### src/rtl/snn_sched_pkg.sv
// Shared definitions for the neuron layer scheduler: FSM state encoding and
// the default calculator latency.
package snn_sched_pkg;

    typedef enum logic [2:0] {
        S_IDLE,
        S_LOAD,
        S_CALC,
        S_CAPTURE,
        S_OUT,
        S_DONE
    } sched_state_t;

    localparam int CALC_LAT_DEFAULT = 2;

endpackage

### src/rtl/neuron_layer_scheduler.sv
// Time-multiplexes one input-current calculator across N_NEURONS neurons:
// snapshots the spike vector once per timestep, then walks the neurons in order.
module neuron_layer_scheduler
    import snn_sched_pkg::*;
#(
    parameter int N_NEURONS = 8,
    parameter int M         = 24,
    parameter int CALC_LAT  = CALC_LAT_DEFAULT,
    localparam int IW       = $clog2(N_NEURONS),
    localparam int CW       = $clog2(CALC_LAT + 1)
) (
    input  logic              clk,
    input  logic              reset,
    input  logic              start,
    input  logic [M-1:0]      input_spikes,
    output logic              calc_enable,
    output logic [M-1:0]      calc_spikes,
    output logic [IW-1:0]     weight_sel,
    input  logic signed [7:0] calc_current,
    output logic              out_valid,
    input  logic              out_ready,
    output logic [IW-1:0]     neuron_idx,
    output logic signed [7:0] neuron_current,
    output logic              busy,
    output logic              done
);

    sched_state_t  state;
    logic [IW-1:0] index;
    logic [CW-1:0] cyc;
    logic          zero_step;

    // The weight row always follows the neuron currently being processed.
    assign weight_sel = index;

    always_ff @(posedge clk) begin
        if (reset) begin
            state          <= S_IDLE;
            index          <= '0;
            cyc            <= '0;
            zero_step      <= 1'b0;
            calc_enable    <= 1'b0;
            calc_spikes    <= '0;
            out_valid      <= 1'b0;
            neuron_idx     <= '0;
            neuron_current <= '0;
            busy           <= 1'b0;
            done           <= 1'b0;
        end else begin
            done <= 1'b0;
            case (state)
                S_IDLE: begin
                    if (start) begin
                        state <= S_LOAD;
                        busy  <= 1'b1;
                    end
                end
                S_LOAD: begin
                    calc_spikes <= input_spikes;
                    index       <= '0;
                    cyc         <= '0;
                    zero_step   <= (input_spikes == '0);
                    // An all-zero spike vector yields zero current; skip the calculator.
                    if (input_spikes == '0) begin
                        state <= S_CAPTURE;
                    end else begin
                        state       <= S_CALC;
                        calc_enable <= 1'b1;
                    end
                end
                S_CALC: begin
                    if (cyc == CW'(CALC_LAT - 1)) begin
                        cyc         <= '0;
                        calc_enable <= 1'b0;
                        state       <= S_CAPTURE;
                    end else begin
                        cyc <= cyc + 1'b1;
                    end
                end
                S_CAPTURE: begin
                    neuron_current <= zero_step ? 8'sh00 : calc_current;
                    neuron_idx     <= index;
                    out_valid      <= 1'b1;
                    state          <= S_OUT;
                end
                S_OUT: begin
                    if (out_ready) begin
                        out_valid <= 1'b0;
                        if (index == IW'(N_NEURONS - 1)) begin
                            state <= S_DONE;
                            done  <= 1'b1;
                        end else begin
                            index <= index + 1'b1;
                            if (zero_step) begin
                                state <= S_CAPTURE;
                            end else begin
                                state       <= S_CALC;
                                calc_enable <= 1'b1;
                            end
                        end
                    end
                end
                S_DONE: begin
                    state <= S_IDLE;
                    busy  <= 1'b0;
                end
                default: begin
                    state <= S_IDLE;
                    busy  <= 1'b0;
                end
            endcase
        end
    end

endmodule

### config.mk
export PLATFORM = sky130hd
export DESIGN_NAME = neuron_layer_scheduler
export DESIGN_NICKNAME = d
export VERILOG_FILES = /design/src/rtl/snn_sched_pkg.sv /design/src/rtl/neuron_layer_scheduler.sv
export SDC_FILE = /design/constraint.sdc
export NUM_CORES = 1
export LEC_CHECK = 0
export ABC_CLOCK_PERIOD_IN_PS = 1620
export CORE_MARGIN = 2
export CORE_UTILIZATION = 43
export CTS_CLUSTER_SIZE = 14
export DETAILED_ROUTE_END_ITERATION = 7
export GPL_TIMING_DRIVEN = 0
export HOLD_SLACK_MARGIN = 0.06
export PLACE_DENSITY = 0.78
export RECOVER_POWER = 50
export REMOVE_ABC_BUFFERS = 1
export SYNTH_ARGS = -nofsm -noshare
export SYNTH_HDL_FRONTEND = slang
export SYNTH_SLANG_ARGS = --single-unit
### constraint.sdc
create_clock -name clk -period 1.62 [get_ports clk]
set_input_delay 0.162 -clock clk [delete_from_list [all_inputs] [get_ports clk]]
set_output_delay 0.162 -clock clk [all_outputs]
set_load 0.01 [all_outputs]
Word level (Yosys, flattened, before mapping)
Cells that the tools add are included.

operators by class
  add/sub/neg operators = 2
  bitwise gates (word level) = 3
  reductions and logical operators = 13
  shifts and indexed selects = 0
  multiplexer cells = 24
  multipliers = 0
  divide/modulo/power cells = 0
  magnitude comparators = 0
  equality and inequality tests = 12

operators with widths
  kind                                                 number
  zero test 24 bit                                     1
  2-to-1 mux 3 bit                                     6
  case mux 3 bit (5 select lines)                      1
  != test 2 bit, second input constant                 6
  2-to-1 mux 1 bit                                     10
  2-to-1 mux 8 bit                                     1
  equality test 3 x 2 -> 1 bit, second input constant  2
  equality test 3 bit, second input constant           2
  case mux 3 bit (2 select lines)                      1
  AND reduction 3 bit                                  2
  AND reduction 6 bit                                  1
  nonzero test 2 bit                                   3
  case mux 1 bit (2 select lines)                      2
  case mux 2 bit (2 select lines)                      1
  AND reduction 2 bit                                  2
  OR reduction 4 bit                                   1
  adder 3 x 1 -> 3 bit, second input constant          1
  equality test 3 x 1 -> 1 bit, second input constant  1
  zero test 3 bit                                      1
  inverter 1 bit                                       3
  case mux 1 bit (3 select lines)                      1
  nonzero test 3 bit                                   1
  OR reduction 3 bit                                   1
  adder 2 x 1 -> 2 bit, second input constant          1
  other kinds (2)                                      2

storage, ports and cells
  memory bits (writable) = 0
  latch bits = 0
  input port bits = 36
  bits in read-only memories = 0
  output and inout bits = 42
  memories kept = 0
  register bits after elaboration = 48
  word-level logic and storage cells = 65

Logic depth before layout (Yosys ltp)
  depth in word-level cells = 4
  depth in mapped cells = 7
  mapped depth without buffers = 5

Worst setup path before layout
No wires, ideal clock.

  path kind = reg-to-reg
  start = register index[0] (netlist: weight_sel[0])
  end = register calc_enable
  buffers on the path = 0
  data required time = 1,499 ps
  stages on the path, launching flop included = 6
  period minus slack after synthesis = 1,509 ps
  data arrival time = 1,388 ps
  library setup time = 121 ps
  setup slack = 111 ps
  cell sequence = dfxtp_1 > ha_1 > ha_1 > o21ai_0 > nand3_1 > mux2_4

on the way
  word-level cells in the longest chain between the ends = 3

ends and longest elaborated chain
  item                           RTL line                      source
  start, declared                neuron_layer_scheduler.sv:29  logic [IW-1:0] index;
  start signal, assigned         neuron_layer_scheduler.sv:93  index <= index + 1'b1;
  equality test 3 bit            neuron_layer_scheduler.sv:89  if (index == IW'(N_NEURONS - 1)) begin
  != test 2 bit (no line)        --
  AND reduction 6 bit (no line)  --
  end signal, assigned           neuron_layer_scheduler.sv:68  calc_enable <= 1'b1;
  end signal, assigned           neuron_layer_scheduler.sv:74  calc_enable <= 1'b0;
  end signal, assigned           neuron_layer_scheduler.sv:98  calc_enable <= 1'b1;
  end, declared                  neuron_layer_scheduler.sv:16  output logic calc_enable,

No other way between the ends.
A chain may end at the register's enable or synchronous reset.

Worst setup path after layout
  start = input input_spikes[15]
  end = register calc_enable

on the way
  word-level cells in the longest chain between the ends = 3

ends and longest elaborated chain
  item                           RTL line                      source
  start, declared                neuron_layer_scheduler.sv:15  input logic [M-1:0] input_spikes,
  zero test 24 bit               neuron_layer_scheduler.sv:64  if (input_spikes == '0) begin
  != test 2 bit (no line)        --
  AND reduction 6 bit (no line)  --

No other way between the ends.

==> flow_summary.ini <==
[run_status]
outcome = finished, final reports clean

[clock_network]
clk-insertion-delay-late_ns = 0.31
clockBufferDepth = 2
cts_tree = yes
cts_sinks = 48
clk_pin_slew_worst_paths_ns = 0.09
cts_root_buf = clkbuf_8
cts_max_level = 2
holdBufCountCts = 0
cts_buffers = 5

[placement]
hpwl_mm = 3.06
io_buffers = 77
gp_congestion = 0.735
place_area_sq_mm = 0.00272
pre_cts_slack_ns = -0.865
dp_cells = 353

[die]
start_util = 0.448
ios = 78
die_y_um = 71.6
die_w_um = 71.6
core.rowCount = 24
core_area_sq_mm = 0.00438
die_area_sq_mm = 0.00512

[logic_synthesis]
syn_avg_cell_area_sq_um = 8.21
netlist_top_cells_area = dfxtp_1 (49%), a21oi_1 (11%), nand2_1 (11%)
yosysSeqAreaShare = 0.489
ys_warn_count = 0
synthArstFlopShare = 0
synth_ff_type = dfxtp_1
synth_top_area_cell = dfxtp_1
synth_cell_types = 39
syn_area_sq_mm = 0.00196
synth_cells = 239
synth_top_area_frac = 0.489
synth_edf_count = 0
ys_ff_latch = 48

[final_layout]
layout.nets = 349
layout-drive-gt1-share = 0.0769
syn_to_final_growth_pct = 46.6
diodes = 0
final_cells = 364
final_area_sq_mm = 0.00288
final_util = 0.656

[grt]
grt_pass1_vias = 1685
track_usage = 0.189
grt_overflow = 0
antenna_found_initial = 0
grt_start_max_net_pins = 50
grt_pass1_wl_mm = 7.47

[detailed_routing]
first_pass_iters = 4
totalWireLength_mm = 4.73
wl_per_cell_um = 13.0
final_antenna_net_count = 0
drt_iter0_drc = 76
via_count = 1880
drt-vias-per-instance = 5.16
drcViolationCount = 0

[worst_setup_path]
worstPathCellList = clkdlybuf4s50_1 > nor4_2 > and4_1 > nand4_1 > nand3_1 > mux2_4
crit_slowest_cell = clkdlybuf4s50_1
cpLargestDelayFamily = simple AND/OR/NAND/NOR gates
slowest_delay_ns = 0.44
cp-start-kind = input pin
cp_max_fo = 3
required_ns = 1.82
critPathArrivalTime_ns = 1.77
endpoint_kind = flip-flop
cp_num_buf_inv = 1
crit_type = input pin to flip-flop

[sta]
hold_viol_final = 0
setup_viol = 0
setup_ws_ns = 0.0513
fin_skew_ns = 0.00513
rsz0062_at_grt = true
max_freq_mhz = 637
min_period_over_period = 0.968
tightestPinTransition_ns = 0.920
relSlewSlack = 0.387
timing.final.crit_period_ns = 1.57
maxSlewViolCount = 0

[pwr]
worst_ir_drop_vdd_v = 0.000601
power.density_mw_per_mm2 = 881
p_leak_nw = 1.04

[job]
drv_cap = 0

[hold_path]
min_path_type = input pin to flip-flop
==> through the flow <==
| stage | hold slack, ns | total power [W] | setup TNS (ns) |
|---|---|---|---|
| after floorplan | 0.231 | 0.00153 | -0.623 |
| after global placement | 0.440 | 0.00180 | -24.33 |
| after detailed placement | 0.447 | 0.00180 | -9.27 |
| after CTS | 0.416 | 0.00256 | 0 |
| after global routing | 0.153 | 0.00266 | -0.0281 |
| final | 0.140 | 0.00254 | 0 |
==> worst min-delay path, stage by stage <==
cell and delay [ns]:
dlymetal6s2s_1 0.14, nand2_1 0.06, a21oi_1 0.05
==> registers in the layout, indices dropped and copies added, names as in the netlist, 2 cells and up <==
register	count
neuron_current	8
calc_spikes	24
neuron_idx	3
cyc	2
weight_sel	3
state	3
==> worst paths after layout <==
kind / cells after the start / slack [ns] / endpoint / startpoint
max: 6 / 0.05 / calc_enable$_SDFFE_PP0P_ / input_spikes[15]
min: 3 / 0.14 / calc_spikes[14]$_SDFFE_PP0N_ / input_spikes[14]
max reg2reg: 5 / 0.06 / calc_enable$_SDFFE_PP0P_ / state[2]$_SDFFE_PP0P_
min reg2reg: 2 / 0.46 / calc_spikes[19]$_SDFFE_PP0N_ / calc_spikes[19]$_SDFFE_PP0N_
==> repair_timing <==
item                       in CTS  in global routing
pin swaps                       1                  5
setup buffers                   1                  1
gates resized for setup         7                  7
cloned                          1                  0
hold endpoints to repair        0                  0
setup endpoints to repair      42                  6
==> placed cells by master, fill, tap and decap left out, types with 3 or more instances in the layout <==
| cell | instances |
|---|---|
| clkdlybuf4s50_1 | 74 |
| nand2_1 | 57 |
| dfxtp_1 | 45 |
| a21oi_1 | 44 |
| nor2_1 | 20 |
| nor3b_1 | 10 |
| clkbuf_8 | 6 |
| nor4_1 | 4 |
| mux2i_1 | 3 |
| nand3_1 | 3 |
| dfxtp_4 | 3 |
==> final cells by class <==
type / count / area (sq um)
tap: 52 / 65.1
multi-input combinational: 174 / 953
fill: 399 / 1510
timing repair buffer: 79 / 786
sequential: 48 / 972
inverter: 3 / 11.3
clock buffer: 8 / 90.1
==> report_power, final <==
part           internal, W  switching (W)
combinational     0.000265       0.000230
clock             0.000349       0.000389
sequential         0.00125      0.0000580
==> metal layers <==
layer | up-vias | global-route usage | part of all wire
met3 | 5 | 0.107 | 0.11
met2 | 67 | 0.291 | 0.46
met1 | 851 | 0.220 | 0.42
met5 | - | 0 | 0
li1 | 957 | - | -
met4 | 0 | 0.0692 | 0.013
==> synthesized netlist by cell type (2+ instances only) <==
library cell / instances
a21oi_1: 44
nor2_1: 20
nand2b_1: 2
nand2_1: 57
nor3b_1: 10
nor3_1: 2
o21ai_0: 3
clkbuf_1: 4
inv_2: 2
buf_2: 7
nor4_1: 6
ha_1: 2
mux2i_1: 3
buf_1: 2
nand3_1: 3
dfxtp_1: 48
nand3_2: 2
==> cells by family after synthesis <==
| logic type | share of synthesized area |
|---|---|
| and+or+nand+nor | 0.268 |
| AOI/OAI and AO/OA | 0.158 |
| DFF | 0.489 |
| buffers and inverters | 0.0446 |
| muxes | 0.0229 |
| adders and majority gates | 0.0127 |
| xor gates and xnor gates | 0.00446 |
No activity file was read; power rests on OpenSTA's default activity.
==> RTL change 1 (same settings) <==
`N_NEURONS`: 8 -> 4.
--- a/src/rtl/neuron_layer_scheduler.sv
+++ b/src/rtl/neuron_layer_scheduler.sv
@@ -3,7 +3,7 @@
 module neuron_layer_scheduler
     import snn_sched_pkg::*;
 #(
-    parameter int N_NEURONS = 8,
+    parameter int N_NEURONS = 4,
     parameter int M         = 24,
     parameter int CALC_LAT  = CALC_LAT_DEFAULT,
     localparam int IW       = $clog2(N_NEURONS),
Ports: changed (resized neuron_idx and weight_sel); port bits go from 78 to 76. The function was not compared with the original's and may differ.
==> RTL change 1 against the original RTL <==
- the flow now finishes with violations (setup timing)
- cell count decreased by 1.6%
- sequential cell count decreased by 2
- setup slack got worse by 0.15 ns
- power increased by 16%
- utilization increased by 6.3 points
- clock skew about the same
- cell area increased by 0.65%
- synthesized area decreased by 7.2%
- maximum frequency decreased by 8.7%
- critical path depth decreased by 1
- routed wire length increased by 3.6%
- critical endpoint is now state[0]$_SDFFE_PP0P_
- largest cell class unchanged
==> RTL change 1: results (changes against the original RTL) <==
The flow ran to the end, but the final reports show violations. The checks that failed: setup timing. The total routed wire length on the met1 layer is 2.12 mm (+7.6%). The mean instance size in the synthesized netlist came out at 8.06 um^2 (-1.9%). The number of DRC markers in iteration 0 came to 125 (+64%). The largest net degree at the start of global routing came out at 47 (-6.0%).

The met3 track utilization from global routing is 0.0570 (-0.0499). The number of vias in the routed layout came out at 1831 (-2.6%). The peak supply drop came to 0.000555 V (-7.6%). The terminus of the critical flop-to-flop path is state[0]$_SDFFE_PP0P_. The delay contributed by the slowest stage of the critical path came to 0.59 ns (+0.15 ns). In this run the most critical hold path is launched from input_spikes[4]. The number of setup violations in the final report came out at 2 (+2). The worst hold margin is 0.145 ns (+0.00466 ns). The worst slack after detailed placement is -0.710 ns (+0.155 ns). The sequential cell area fraction in the yosys report came out at 0.505 (+0.0160). The cell area after placement is 2570 um^2 (-5.3%). Ranked by instance count, the synthesized netlist is headed by sky130_fd_sc_hd__nand2_1 (66), sky130_fd_sc_hd__dfxtp_1 (46), sky130_fd_sc_hd__a21oi_1 (41). The cell at the slowest stage of the critical path is sky130_fd_sc_hd__or4_4.

The end of the worst hold path is calc_spikes[4]$_SDFFE_PP0P_. The layout buffer count excluding clock buffers is 88 (+11%). The proportion of layout cells with a drive suffix above 1 came to 0.120 (+0.0432).

The setup total negative slack came out at -0.145 ns (-0.145 ns). The compound-cell area share of the yosys netlist is 0.165 (+0.00677). The number of detailed-routing iterations run before antenna repair came out at 7 (+3).

The fraction of synthesized cell area taken by the top area cell type came out at 0.505 (+0.0160). The area enclosed by the die boundary came out at 4770 um^2 (-6.8%). The number of multi-input combinational cells came to 163 (-6.3%). The number of global-route vias before repair is 1485 (-12%).

The first-pass GRT wire length came out at 7.29 mm (-2.4%). Yosys attributes the largest share of cell area to sky130_fd_sc_hd__dfxtp_1 (51%), sky130_fd_sc_hd__nand2_1 (14%), sky130_fd_sc_hd__a21oi_1 (11%). The met1 track demand over resource in global routing came to 0.234 (+0.0143).

The area of all sequential standard cells came out at 932 um^2 (-4.1%). The worst endpoint data arrival time came to 1.94 ns (+0.17 ns). The final setup slack of the worst path is -0.0988 ns (-0.150 ns). The number of standard cells in the layout, taps in and fillers out is 358 (-1.6%). The multiplexer area fraction after synthesis came to 0.0117 (-0.0113). The wire length on met3 came out at 222 um (-58%). The final RePlAce weighted congestion came out at 0.742 (+1.0%).

The count of buffers from port buffering came out at 75 (-2.6%). The count of clock buffers in the final design came to 6 (-2). The footprint of the multi-input gates is 882 um^2 (-7.5%). The met2 usage in global routing came to 0.308 (+0.0165).
## RTL change 1: where the power goes
| part | leakage, nW | internal [mW] | switching, mW |
|---|---|---|---|
| Clock | 0.0714 | 0.658 | 0.396 |
| Combinational | 0.648 | 0.335 | 0.291 |
| Sequential | 0.376 | 1.21 | 0.0525 |
## RTL change 1: timing repair
| action | in CTS | in global routing |
|---|---|---|
| resized for setup | 11 | 12 |
| cloned | 1 | 0 |
| pin swaps | 1 | 6 |
| buffers inserted | 2 | 11 |
| endpoints found under the setup margin | 38 | 6 |
## RTL change 1: worst max-delay path by stage
| stage | to | cells after the start |
|---|---|---|
| 6_report | state[0]$_SDFFE_PP0P_ | 5 |
| 5_1_grt | state[0]$_SDFFE_PP0P_ | 5 |
| 4_1_cts | state[0]$_SDFFE_PP0P_ | 5 |
| 3_5_place_dp | state[0]$_SDFFE_PP0P_ | 3 |
| 2_1_floorplan | state[0]$_SDFFE_PP0P_ | 3 |
| 3_3_place_gp | state[0]$_SDFFE_PP0P_ | 3 |
==> RTL change 2 (same settings) <==
Made on the original files. Re-encode `sched_state_t` (6 states) as Gray code, 3 bits wide.
--- a/src/rtl/snn_sched_pkg.sv
+++ b/src/rtl/snn_sched_pkg.sv
@@ -3,12 +3,12 @@
 package snn_sched_pkg;
 
     typedef enum logic [2:0] {
-        S_IDLE,
-        S_LOAD,
-        S_CALC,
-        S_CAPTURE,
-        S_OUT,
-        S_DONE
+        S_IDLE    = 3'b000,
+        S_LOAD    = 3'b001,
+        S_CALC    = 3'b011,
+        S_CAPTURE = 3'b010,
+        S_OUT     = 3'b110,
+        S_DONE    = 3'b111
     } sched_state_t;
 
     localparam int CALC_LAT_DEFAULT = 2;
Behaviour: no difference found for any inputs over 10 cycles, from zero or initial values and one cycle with reset high; not proved beyond that.
==> RTL change 2 against the original RTL <==
- global-route usage fell by 1.1 points
- sequential cell count did not move
- synthesized area fell by 4.5%
- power rose by 7.2%
- cell area fell by 3.5%
- routed wire length fell by 4.2%
- register-to-register slack improved by 0.099 ns
- sequential power rose by 4%
- utilization fell by 0.50 points
- setup slack improved by 0.11 ns
- highest routed layer unchanged
==> RTL change 2: results (changes against the original RTL) <==
The maximum clock skew at final layout is 0.00240 ns (-0.00273 ns). The maximum fanout count along the critical path is 12 (+9). In this run the worst setup path terminates at calc_spikes[19]$_SDFFE_PP0N_. The filler cell count came out at 385 (-3.5%). The flow ran to the end, and the final reports show no timing, DRC or antenna violations. The worst hold margin came to 0.445 ns (+0.305 ns).

The first-pass GRT wire length is 7.17 mm (-4.0%). The number of global-route vias before repair was 1524 (-9.6%). The average wire per standard cell came out at 12.8 um (-1.5%). The leakage component of the power was 1.08 nW (+3.5%). The reg2reg setup slack came out at 0.16 ns (+0.10 ns). The largest net degree at the start of global routing is 49 (-2.0%). The cell sitting at the root of the clock tree is a sky130_fd_sc_hd__clkbuf_8. The sum of net half-perimeters after detailed placement came out at 2.99 mm (-2.2%). The number of standard cells in the layout, taps in and fillers out is 354 (-2.7%).

The number of vias in the routed layout is 1791 (-4.7%). The worst reg-to-reg path cell count is 4 (-1). By area the synthesized netlist is led by sky130_fd_sc_hd__dfxtp_1 (51%), sky130_fd_sc_hd__nand2_1 (13%), sky130_fd_sc_hd__a21oi_1 (11%).

The number of DRC markers in iteration 0 came to 81 (+6.6%). The H-tree depth is 2 (unchanged). The worst slack after detailed placement came out at -0.290 ns (+0.574 ns). The slew at the pin closest to its max-slew limit came out at 0.843 ns (-0.0769 ns). The wire length on met3 came to 427 um (-20%).

The worst endpoint data arrival time is 1.68 ns (-0.09 ns). The final worst-path cycle share came out at 0.902 (-0.0666). The internal power contribution came out at 1.95 mW (+4.6%). The met2 usage in global routing came out at 0.261 (-0.0298). The overall routing resource usage came out at 0.178 (-0.0107). The area growth from synthesis to layout came out at 48.1%. The combinational fraction of design power is 0.240 (+0.045). The proportion of layout cells with a drive suffix above 1 came out at 0.0762 (-0.000764).

The sequential cell area fraction in the yosys report came out at 0.512 (+0.0229). The sequential group power came out at 1.35 mW (+4%). The final RePlAce weighted congestion is 0.765 (+4.1%). The met1 track demand over resource in global routing is 0.243 (+0.0227). Counting instances in the post-synthesis netlist gives the leading cell types as sky130_fd_sc_hd__nand2_1 (67), sky130_fd_sc_hd__dfxtp_1 (48), sky130_fd_sc_hd__a21oi_1 (42). The net count of the finished layout is 339 (-2.9%). The total combinational power came out at 654 uW (+32%). The met3 track utilization from global routing came out at 0.0808 (-0.0261). The mean instance size in the synthesized netlist came to 8.26 um^2 (+0.59%). The clock latency at the later pin of the worst-skew pair came to 0.28 ns (-0.03 ns). The count of buffers from port buffering is 77 (unchanged).

The startpoint identified for the worst register-to-register timing path is state[2]$_SDFFE_PP0P_.
==> RTL change 2: critical path: stages (launching register included) <==
cell                       delay (ns)
sky130_fd_sc_hd__dfxtp_2         0.39
sky130_fd_sc_hd__nand2b_2        0.28
sky130_fd_sc_hd__nor2_2          0.47
sky130_fd_sc_hd__nand2_1         0.12
sky130_fd_sc_hd__a21oi_1         0.13
==> RTL change 2: worst min-delay path by stage <==
stage | to | startpoint | cells after the start
floorplan | busy$_SDFFE_PP0P_ | reset | 1
global placement | neuron_current[3]$_SDFFE_PP0P_ | neuron_current[3]$_SDFFE_PP0P_ | 2
detailed placement | neuron_current[1]$_SDFFE_PP0P_ | neuron_current[1]$_SDFFE_PP0P_ | 2
CTS | calc_spikes[9]$_SDFFE_PP0N_ | input_spikes[9] | 3
global route | neuron_current[7]$_SDFFE_PP0P_ | calc_current[7] | 3
finish | calc_spikes[9]$_SDFFE_PP0N_ | input_spikes[9] | 3
==> RTL change 2: area by class of cell <==
class | instances | area [um^2] | share of cell area
Clock buffer | 6 | 82.6 | 0.0297
Clock inverter | 2 | 10.0 | 0.00360
Inverter | 1 | 3.75 | 0.00135
Multi-Input combinational cell | 165 | 863 | 0.311
Sequential cell | 48 | 965 | 0.347
Tap cell | 52 | 65.1 | 0.0234
Timing Repair Buffer | 80 | 788 | 0.284
==> RTL change 2: what timing repair did <==
| item | 4_1_cts | 5_1_grt |
|---|---|---|
| resized for setup | 5 | 4 |
| endpoints found under the setup margin | 41 | 34 |
| pin swaps | 0 | 2 |
| cloned | 0 | 2 |
| setup buffers | 0 | 3 |
==> RTL change 2: kinds of logic after synthesis <==
kind of cell	count (synthesis)	synth area share
DFF	48	0.512
buffers and inverters	16	0.0407
adders and majority gates	2	0.0133
and+or+nand+nor	108	0.272
AOI/OAI and AO/OA	51	0.151
muxes	2	0.0107
